<file path="config.mk">
export PLATFORM = sky130hd
export DESIGN_NAME = mul_div_unit_flat
export DESIGN_NICKNAME = d
export VERILOG_FILES = /design/src/rtl/mul_div_unit_if.sv /design/src/rtl/mul_div_unit.sv /design/src/flat_wrapper.sv
export SDC_FILE = /design/constraint.sdc
export NUM_CORES = 2
export LEC_CHECK = 0
export CAP_MARGIN = 30
export CORE_ASPECT_RATIO = 0.9
export CORE_MARGIN = 5
export CORE_UTILIZATION = 55
export DETAILED_ROUTE_END_ITERATION = 6
export PLACE_DENSITY = 0.82
export REMOVE_ABC_BUFFERS = 1
export SLEW_MARGIN = 30
export SYNTH_ARGS = -nofsm -noshare
export SYNTH_HDL_FRONTEND = slang
export SYNTH_SLANG_ARGS = --single-unit
export TNS_END_PERCENT = 10
</file>
<file path="constraint.sdc">
create_clock -name clk -period 5.5 [get_ports clk]
set_input_delay 0.825 -clock clk [delete_from_list [all_inputs] [get_ports clk]]
set_output_delay 0.825 -clock clk [all_outputs]
set_load 0.01 [all_outputs]
</file>
<file path="src/rtl/mul_div_unit_if.sv">
`default_nettype none
// ============================================================================
// Module   : mul_div_unit_if
// Brief    : Request/result bundle between the pipeline and the HI/LO unit.
// Revision : 1.0
// ============================================================================
interface mul_div_unit_if #(
    parameter int W = 64
);
    logic         start;
    logic [2:0]   op;
    logic         dword;
    logic [W-1:0] a;
    logic [W-1:0] b;
    logic         abort;
    logic         busy;
    logic         done;
    logic [W-1:0] hi;
    logic [W-1:0] lo;

    modport master (
        output start, op, dword, a, b, abort,
        input  busy, done, hi, lo
    );

    modport slave (
        input  start, op, dword, a, b, abort,
        output busy, done, hi, lo
    );
endinterface
`default_nettype wire

</file>
<file path="src/rtl/mul_div_unit.sv">
`default_nettype none
// ============================================================================
// Module   : mul_div_unit
// Brief    : Iterative multiply / restoring divide unit owning the HI/LO pair.
// Revision : 1.0
// ============================================================================
module mul_div_unit #(
    parameter int W    = 64,
    parameter int STEP = 1
) (
    input  logic         clk,
    input  logic         rstn,
    mul_div_unit_if.slave bus
);
    localparam int H  = W / 2;
    localparam int CW = $clog2(W + 1);
    localparam logic [CW-1:0] CNT_DWORD = CW'(W / STEP);
    localparam logic [CW-1:0] CNT_WORD  = CW'(H / STEP);

    typedef enum logic [1:0] {IDLE = 2'd0, RUN = 2'd1, FIX = 2'd2} state_t;

    state_t          state, state_nxt;
    logic [CW-1:0]   count;
    logic            is_div, is_dw, neg_q, neg_r, div_zero;
    logic [W-1:0]    opa, opb, rem, hi, lo;
    logic [2*W-1:0]  acc;
    logic            done;

    function automatic logic [W-1:0] trim(input logic [W-1:0] x, input logic dw);
        return dw ? x : {{H{1'b0}}, x[H-1:0]};
    endfunction

    function automatic logic [W-1:0] sext(input logic [W-1:0] x, input logic dw);
        return dw ? x : {{H{x[H-1]}}, x[H-1:0]};
    endfunction

    function automatic logic top_bit(input logic [W-1:0] x, input logic dw);
        return dw ? x[W-1] : x[H-1];
    endfunction

    // Operand capture: word ops see only the low half, signed ops work on magnitudes
    logic         arith_op, mt_op, launch, mt_write, sgn_op, sa, sb;
    logic [W-1:0] a_t, b_t, a_mag, b_mag;

    always_comb begin
        arith_op = (bus.op[2] == 1'b0);
        mt_op    = (bus.op[2:1] == 2'b10);
        launch   = (state == IDLE) && bus.start && !bus.abort && arith_op;
        mt_write = (state == IDLE) && bus.start && !bus.abort && mt_op;
        sgn_op   = ~bus.op[0];
        a_t      = trim(bus.a, bus.dword);
        b_t      = trim(bus.b, bus.dword);
        sa       = sgn_op & top_bit(bus.a, bus.dword);
        sb       = sgn_op & top_bit(bus.b, bus.dword);
        a_mag    = sa ? trim(-a_t, bus.dword) : a_t;
        b_mag    = sb ? trim(-b_t, bus.dword) : b_t;
    end

    always_ff @(posedge clk or negedge rstn) begin
        if (!rstn) state <= IDLE;
        else       state <= state_nxt;
    end

    always_comb begin
        state_nxt = state;
        case (state)
            IDLE:    if (launch) state_nxt = RUN;
            RUN:     if (bus.abort) state_nxt = IDLE;
                     else if (count == CW'(1)) state_nxt = FIX;
            FIX:     state_nxt = IDLE;
            default: state_nxt = IDLE;
        endcase
    end

    // One RUN cycle resolves STEP bits, MSB first for both multiply and divide
    logic [2*W-1:0] acc_s;
    logic [W-1:0]   opa_s, rem_s;
    logic [W:0]     rem_sh, rem_diff;
    logic           qbit;

    always_comb begin
        acc_s    = acc;
        opa_s    = opa;
        rem_s    = rem;
        rem_sh   = '0;
        rem_diff = '0;
        qbit     = 1'b0;
        for (int i = 0; i < STEP; i++) begin
            if (is_div) begin
                rem_sh   = {rem_s, top_bit(opa_s, is_dw)};
                rem_diff = rem_sh - {1'b0, opb};
                qbit     = (rem_sh >= {1'b0, opb});
                rem_s    = qbit ? rem_diff[W-1:0] : rem_sh[W-1:0];
                opa_s    = {opa_s[W-2:0], qbit};
            end else begin
                acc_s = {acc_s[2*W-2:0], 1'b0}
                      + (top_bit(opa_s, is_dw) ? {{W{1'b0}}, opb} : {2*W{1'b0}});
                opa_s = {opa_s[W-2:0], 1'b0};
            end
        end
    end

    // Sign correction; a zero divisor leaves the dividend in rem and forces all-ones quotient
    logic [2*W-1:0] prod;
    logic [W-1:0]   q_t, r_t, q_v, r_v, hi_f, lo_f;

    always_comb begin
        prod = neg_q ? -acc : acc;
        q_t  = trim(opa, is_dw);
        r_t  = trim(rem, is_dw);
        q_v  = neg_q ? trim(-q_t, is_dw) : q_t;
        r_v  = neg_r ? trim(-r_t, is_dw) : r_t;
        if (is_div) begin
            lo_f = div_zero ? {W{1'b1}} : sext(q_v, is_dw);
            hi_f = sext(r_v, is_dw);
        end else begin
            lo_f = sext(prod[W-1:0], is_dw);
            hi_f = is_dw ? prod[2*W-1:W] : sext({{H{1'b0}}, prod[W-1:H]}, 1'b0);
        end
    end

    always_ff @(posedge clk or negedge rstn) begin
        if (!rstn) begin
            count    <= '0;
            is_div   <= 1'b0;
            is_dw    <= 1'b0;
            neg_q    <= 1'b0;
            neg_r    <= 1'b0;
            div_zero <= 1'b0;
            opa      <= '0;
            opb      <= '0;
            rem      <= '0;
            acc      <= '0;
            hi       <= '0;
            lo       <= '0;
            done     <= 1'b0;
        end else begin
            done <= 1'b0;
            if (launch) begin
                count    <= bus.dword ? CNT_DWORD : CNT_WORD;
                is_div   <= bus.op[1];
                is_dw    <= bus.dword;
                neg_q    <= sa ^ sb;
                neg_r    <= sa;
                div_zero <= (b_t == '0);
                opa      <= a_mag;
                opb      <= b_mag;
                rem      <= '0;
                acc      <= '0;
            end else if (state == RUN) begin
                acc   <= acc_s;
                opa   <= opa_s;
                rem   <= rem_s;
                count <= bus.abort ? '0 : count - CW'(1);
            end
            if (state == FIX) begin
                count <= '0;
                if (!bus.abort) begin
                    hi   <= hi_f;
                    lo   <= lo_f;
                    done <= 1'b1;
                end
            end
            if (mt_write) begin
                if (bus.op[0]) lo <= bus.a;
                else           hi <= bus.a;
            end
        end
    end

    assign bus.busy = (state != IDLE);
    assign bus.done = done;
    assign bus.hi   = hi;
    assign bus.lo   = lo;
endmodule
`default_nettype wire
</file>
<file path="src/flat_wrapper.sv">
// flat-port wrapper written by rule: the top's interface ports become plain ports
module mul_div_unit_flat 
#(
    parameter int W    = 64,
    parameter int STEP = 1
)
  (clk, rstn, bus_start, bus_op, bus_dword, bus_a, bus_b, bus_abort, bus_busy, bus_done, bus_hi, bus_lo);
  mul_div_unit_if #(.W(W)) bus_i ();
  input  logic clk;
  input  logic rstn;
  input wire logic [$bits(bus_i.start)-1:0] bus_start;
  input wire logic [$bits(bus_i.op)-1:0] bus_op;
  input wire logic [$bits(bus_i.dword)-1:0] bus_dword;
  input wire logic [$bits(bus_i.a)-1:0] bus_a;
  input wire logic [$bits(bus_i.b)-1:0] bus_b;
  input wire logic [$bits(bus_i.abort)-1:0] bus_abort;
  output wire logic [$bits(bus_i.busy)-1:0] bus_busy;
  output wire logic [$bits(bus_i.done)-1:0] bus_done;
  output wire logic [$bits(bus_i.hi)-1:0] bus_hi;
  output wire logic [$bits(bus_i.lo)-1:0] bus_lo;
  assign bus_i.start = bus_start;
  assign bus_i.op = bus_op;
  assign bus_i.dword = bus_dword;
  assign bus_i.a = bus_a;
  assign bus_i.b = bus_b;
  assign bus_i.abort = bus_abort;
  assign bus_busy = bus_i.busy;
  assign bus_done = bus_i.done;
  assign bus_hi = bus_i.hi;
  assign bus_lo = bus_i.lo;
  mul_div_unit #(.W(W), .STEP(STEP)) u_core (.clk(clk), .rstn(rstn), .bus(bus_i));
endmodule
</file>
==> impl_metrics.ini <==
[synth]
ys_warn_count = 0
syn_area_um2 = 39110
ys_ff_latch = 463
synth_top_family_by_area = compound AO/OA/AOI/OAI gates
synthTopCellsByArea = dfrtp_1 (30%), xnor2_1 (7.2%), o21ai_0 (6.2%)
synth-simple-area-share_pct = 20.24
synth_top_area_share_pct = 29.62
synth_ff_type = dfrtp_1
syn_inst = 5094
synth_mux_area_share_pct = 3.205
synth-seq-area-share_pct = 29.62
synth-xor-area-share_pct = 12.27
yosys.cell_types.count = 81
synthAdderAreaFrac_pct = 4.517
synth-compound-area-share_pct = 25.01
synth_top_area_cell = dfrtp_1
synth_edf_count = 0
syn_avg_cell_area_um2 = 7.678
synthArstFlopShare_pct = 100.0

[floorplanning]
start_util_pct = 55.70
die_w_um = 291.1
num_rows = 92
core-area_um2 = 70220
ios = 266
dieHeight_um = 263.0
die_area_um2 = 76550

[place]
io_buffer_count = 265
gp_congestion = 1.078
place_hpwl_um = 112900
dpl.cell_count = 6004

[routing]
via_per_inst = 6.731
wl_per_cell_um = 24.38
drtIter0Drc = 5429
antenna_left = 0
routed_wl_um = 148800
drc = 0
drtPass1Iterations = 6
num_vias = 41090

[worst_setup_path]
end_kind = flip-flop
r2r_slack_ns = 0.31
crit_required_ns = 5.95
crit_path_start_kind = flip-flop
crit_fanout = 37
crit_type = flip-flop to flip-flop
rr_worst_depth = 16
arrival_ns = 5.64

[clocking]
path_clk_slew_ns = 0.08
cts_tree = yes
clk_latency_ns = 0.64
postCtsHoldBufs = 0
root_buffer = clkbuf_16
post_cts_resized = 0
cts_inserted_buffers = 53
clk_path_buf_depth = 3
clock_sinks = 463
cts_setup_buffers = 0
htree_num_levels = 2

[cells_and_area]
stdcell_count = 6105
area_growth_pct = 13.35
final_core_util_pct = 63.14
final_common_cell = nand2_1
final_nets = 5395
final_cell_mix = nand2_1 (591), o21ai_0 (483), dfrtp_1 (460)
drive_gt1_share_pct = 5.307

[sta]
maxSlewViolCount = 0
hold_violations = 0
max_freq_mhz = 192.8
relSlewSlack_pct = 34.20
setup_viol = 0
finalClockSkew_ns = 0.03139
layout_min_cycle_time_ns = 5.186
rsz0062_at_grt = no
tightest_slew_ns = 0.9767
fin_crit_sh_pct = 94.30

[job]
drv_cap = 0

[global_route]
antenna_found_initial = 5
grtUsageTotal_pct = 36.95
grt_max_degree = 132
grt_pass1_wl_um = 227300
grt_overflow = 0
grt_pass1_vias = 37900

[power_and_ir_drop]
p_seq_share_pct = 26.5
power.density_nw_per_um2 = 542.8
leakage_nw = 18.40
p_int_mw = 12.06
vdd_ir_drop_max_uv = 318.3
swShare_pct = 49.88
p_sw_mw = 12.00
p_clk_share_pct = 16.6
comb_power_share_pct = 56.9

[min_path]
hold_class = primary input to asynchronous set/reset pin

[run_status]
outcome = finished, final reports clean
## cells in the mapped netlist, types with 41 or more instances
| master | count |
|---|---|
| nand2_1 | 593 |
| o21ai_0 | 484 |
| dfrtp_1 | 463 |
| a21oi_1 | 441 |
| nor2_1 | 439 |
| clkbuf_1 | 346 |
| xnor2_1 | 323 |
| xor2_1 | 225 |
| inv_1 | 141 |
| ha_1 | 138 |
| mux2i_1 | 123 |
| nand3_1 | 97 |
| a21o_1 | 93 |
| nor3_1 | 92 |
| o22ai_1 | 89 |
| o31ai_1 | 86 |
| or3_1 | 85 |
| nand4_1 | 78 |
| a31oi_1 | 74 |
| nor4_1 | 60 |
| o41ai_1 | 55 |
| or4_1 | 49 |
| o221ai_1 | 41 |
## power groups by stage
| stage | logic (mW) | registers [mW] | clock network (mW) |
|---|---|---|---|
| floorplan | 8.16 | 6.15 | 0 |
| global placement | 12.9 | 6.27 | 0 |
| detailed placement | 13.2 | 6.29 | 0 |
| CTS | 13.2 | 6.25 | 4.00 |
| global route | 14.6 | 6.47 | 4.13 |
| finish | 13.7 | 6.38 | 3.99 |
## path summary, 6_finish.rpt
check / start / end
max: u_core.opa[63] / u_core.acc[75]
min: rstn / u_core.bus.lo[12]
max reg2reg: u_core.opa[63] / u_core.acc[75]
min reg2reg: u_core.opb[13] / u_core.opb[13]
max in group asynchronous: rstn / u_core.neg_q
min in group clk: u_core.opb[13] / u_core.opb[13]
## per-stage QoR
step           setup WS, ns  instance area, µm²  hold WS, ns  power [mW]   TNS, ns
2_1_floorplan        -6.096               37630       0.4485       14.31  -1146.63
3_3_place_gp         0.6822               42350       0.4603       19.20         0
3_5_place_dp         0.5563               42370       0.4703       19.45         0
4_1_cts              0.5108               44310       0.2441       23.47         0
5_1_grt              0.1580               44330       0.2958       25.24         0
6_report             0.3136               44330       0.2141       24.06         0
## layout make-up
type | instances | area [µm²]
tap | 940 | 1176
inverter | 141 | 529.3
sequential | 463 | 11600
multi-input combinational | 4099 | 25660
clock buffer | 68 | 1495
clock inverter | 31 | 441.7
antenna | 2 | 5.005
timing repair buffer | 361 | 3423
fill | 6224 | 25880
## logic make-up after synthesis
logic type                 Yosys count
adders and majority gates          140
AOI/OAI and AO/OA                 1597
buffers and inverters              532
and+or+nand+nor                   1689
xor gates and xnor gates           548
muxes                              125
DFF                                463
## metal layers
layer | share of wire (%) | global-route usage, % | wire length [µm]
met5 | 0.069 | 0 | 102
met2 | 40 | 52.13 | 59620
met3 | 14 | 12.20 | 21540
met1 | 40 | 51.97 | 59670
met4 | 5.3 | 15.60 | 7905
## sequential cells by signal, indices dropped and copies added (netlist names), 2 cells and up
name           cells
u_core.acc       128
u_core.count       7
u_core.state       2
u_core.opb        64
u_core.bus.lo     64
u_core.opa        64
u_core.rem        64
u_core.bus.hi     64
## critical path, cell delays in order (launching register included)
cell and delay, ns:
dfrtp_1 0.51, mux2i_4 0.50, buf_4 0.46, nor2_1 0.11
ha_1 0.46, and4_1 0.31, nand4_1 0.19, or3_1 0.42
o211ai_1 0.11, a41o_1 0.24, a211oi_1 0.20, o41ai_1 0.47
a21oi_1 0.13, buf_4 0.24, nor4b_1 0.38, xnor2_1 0.17
a21oi_1 0.10
(Power assumes the default switching activity.)
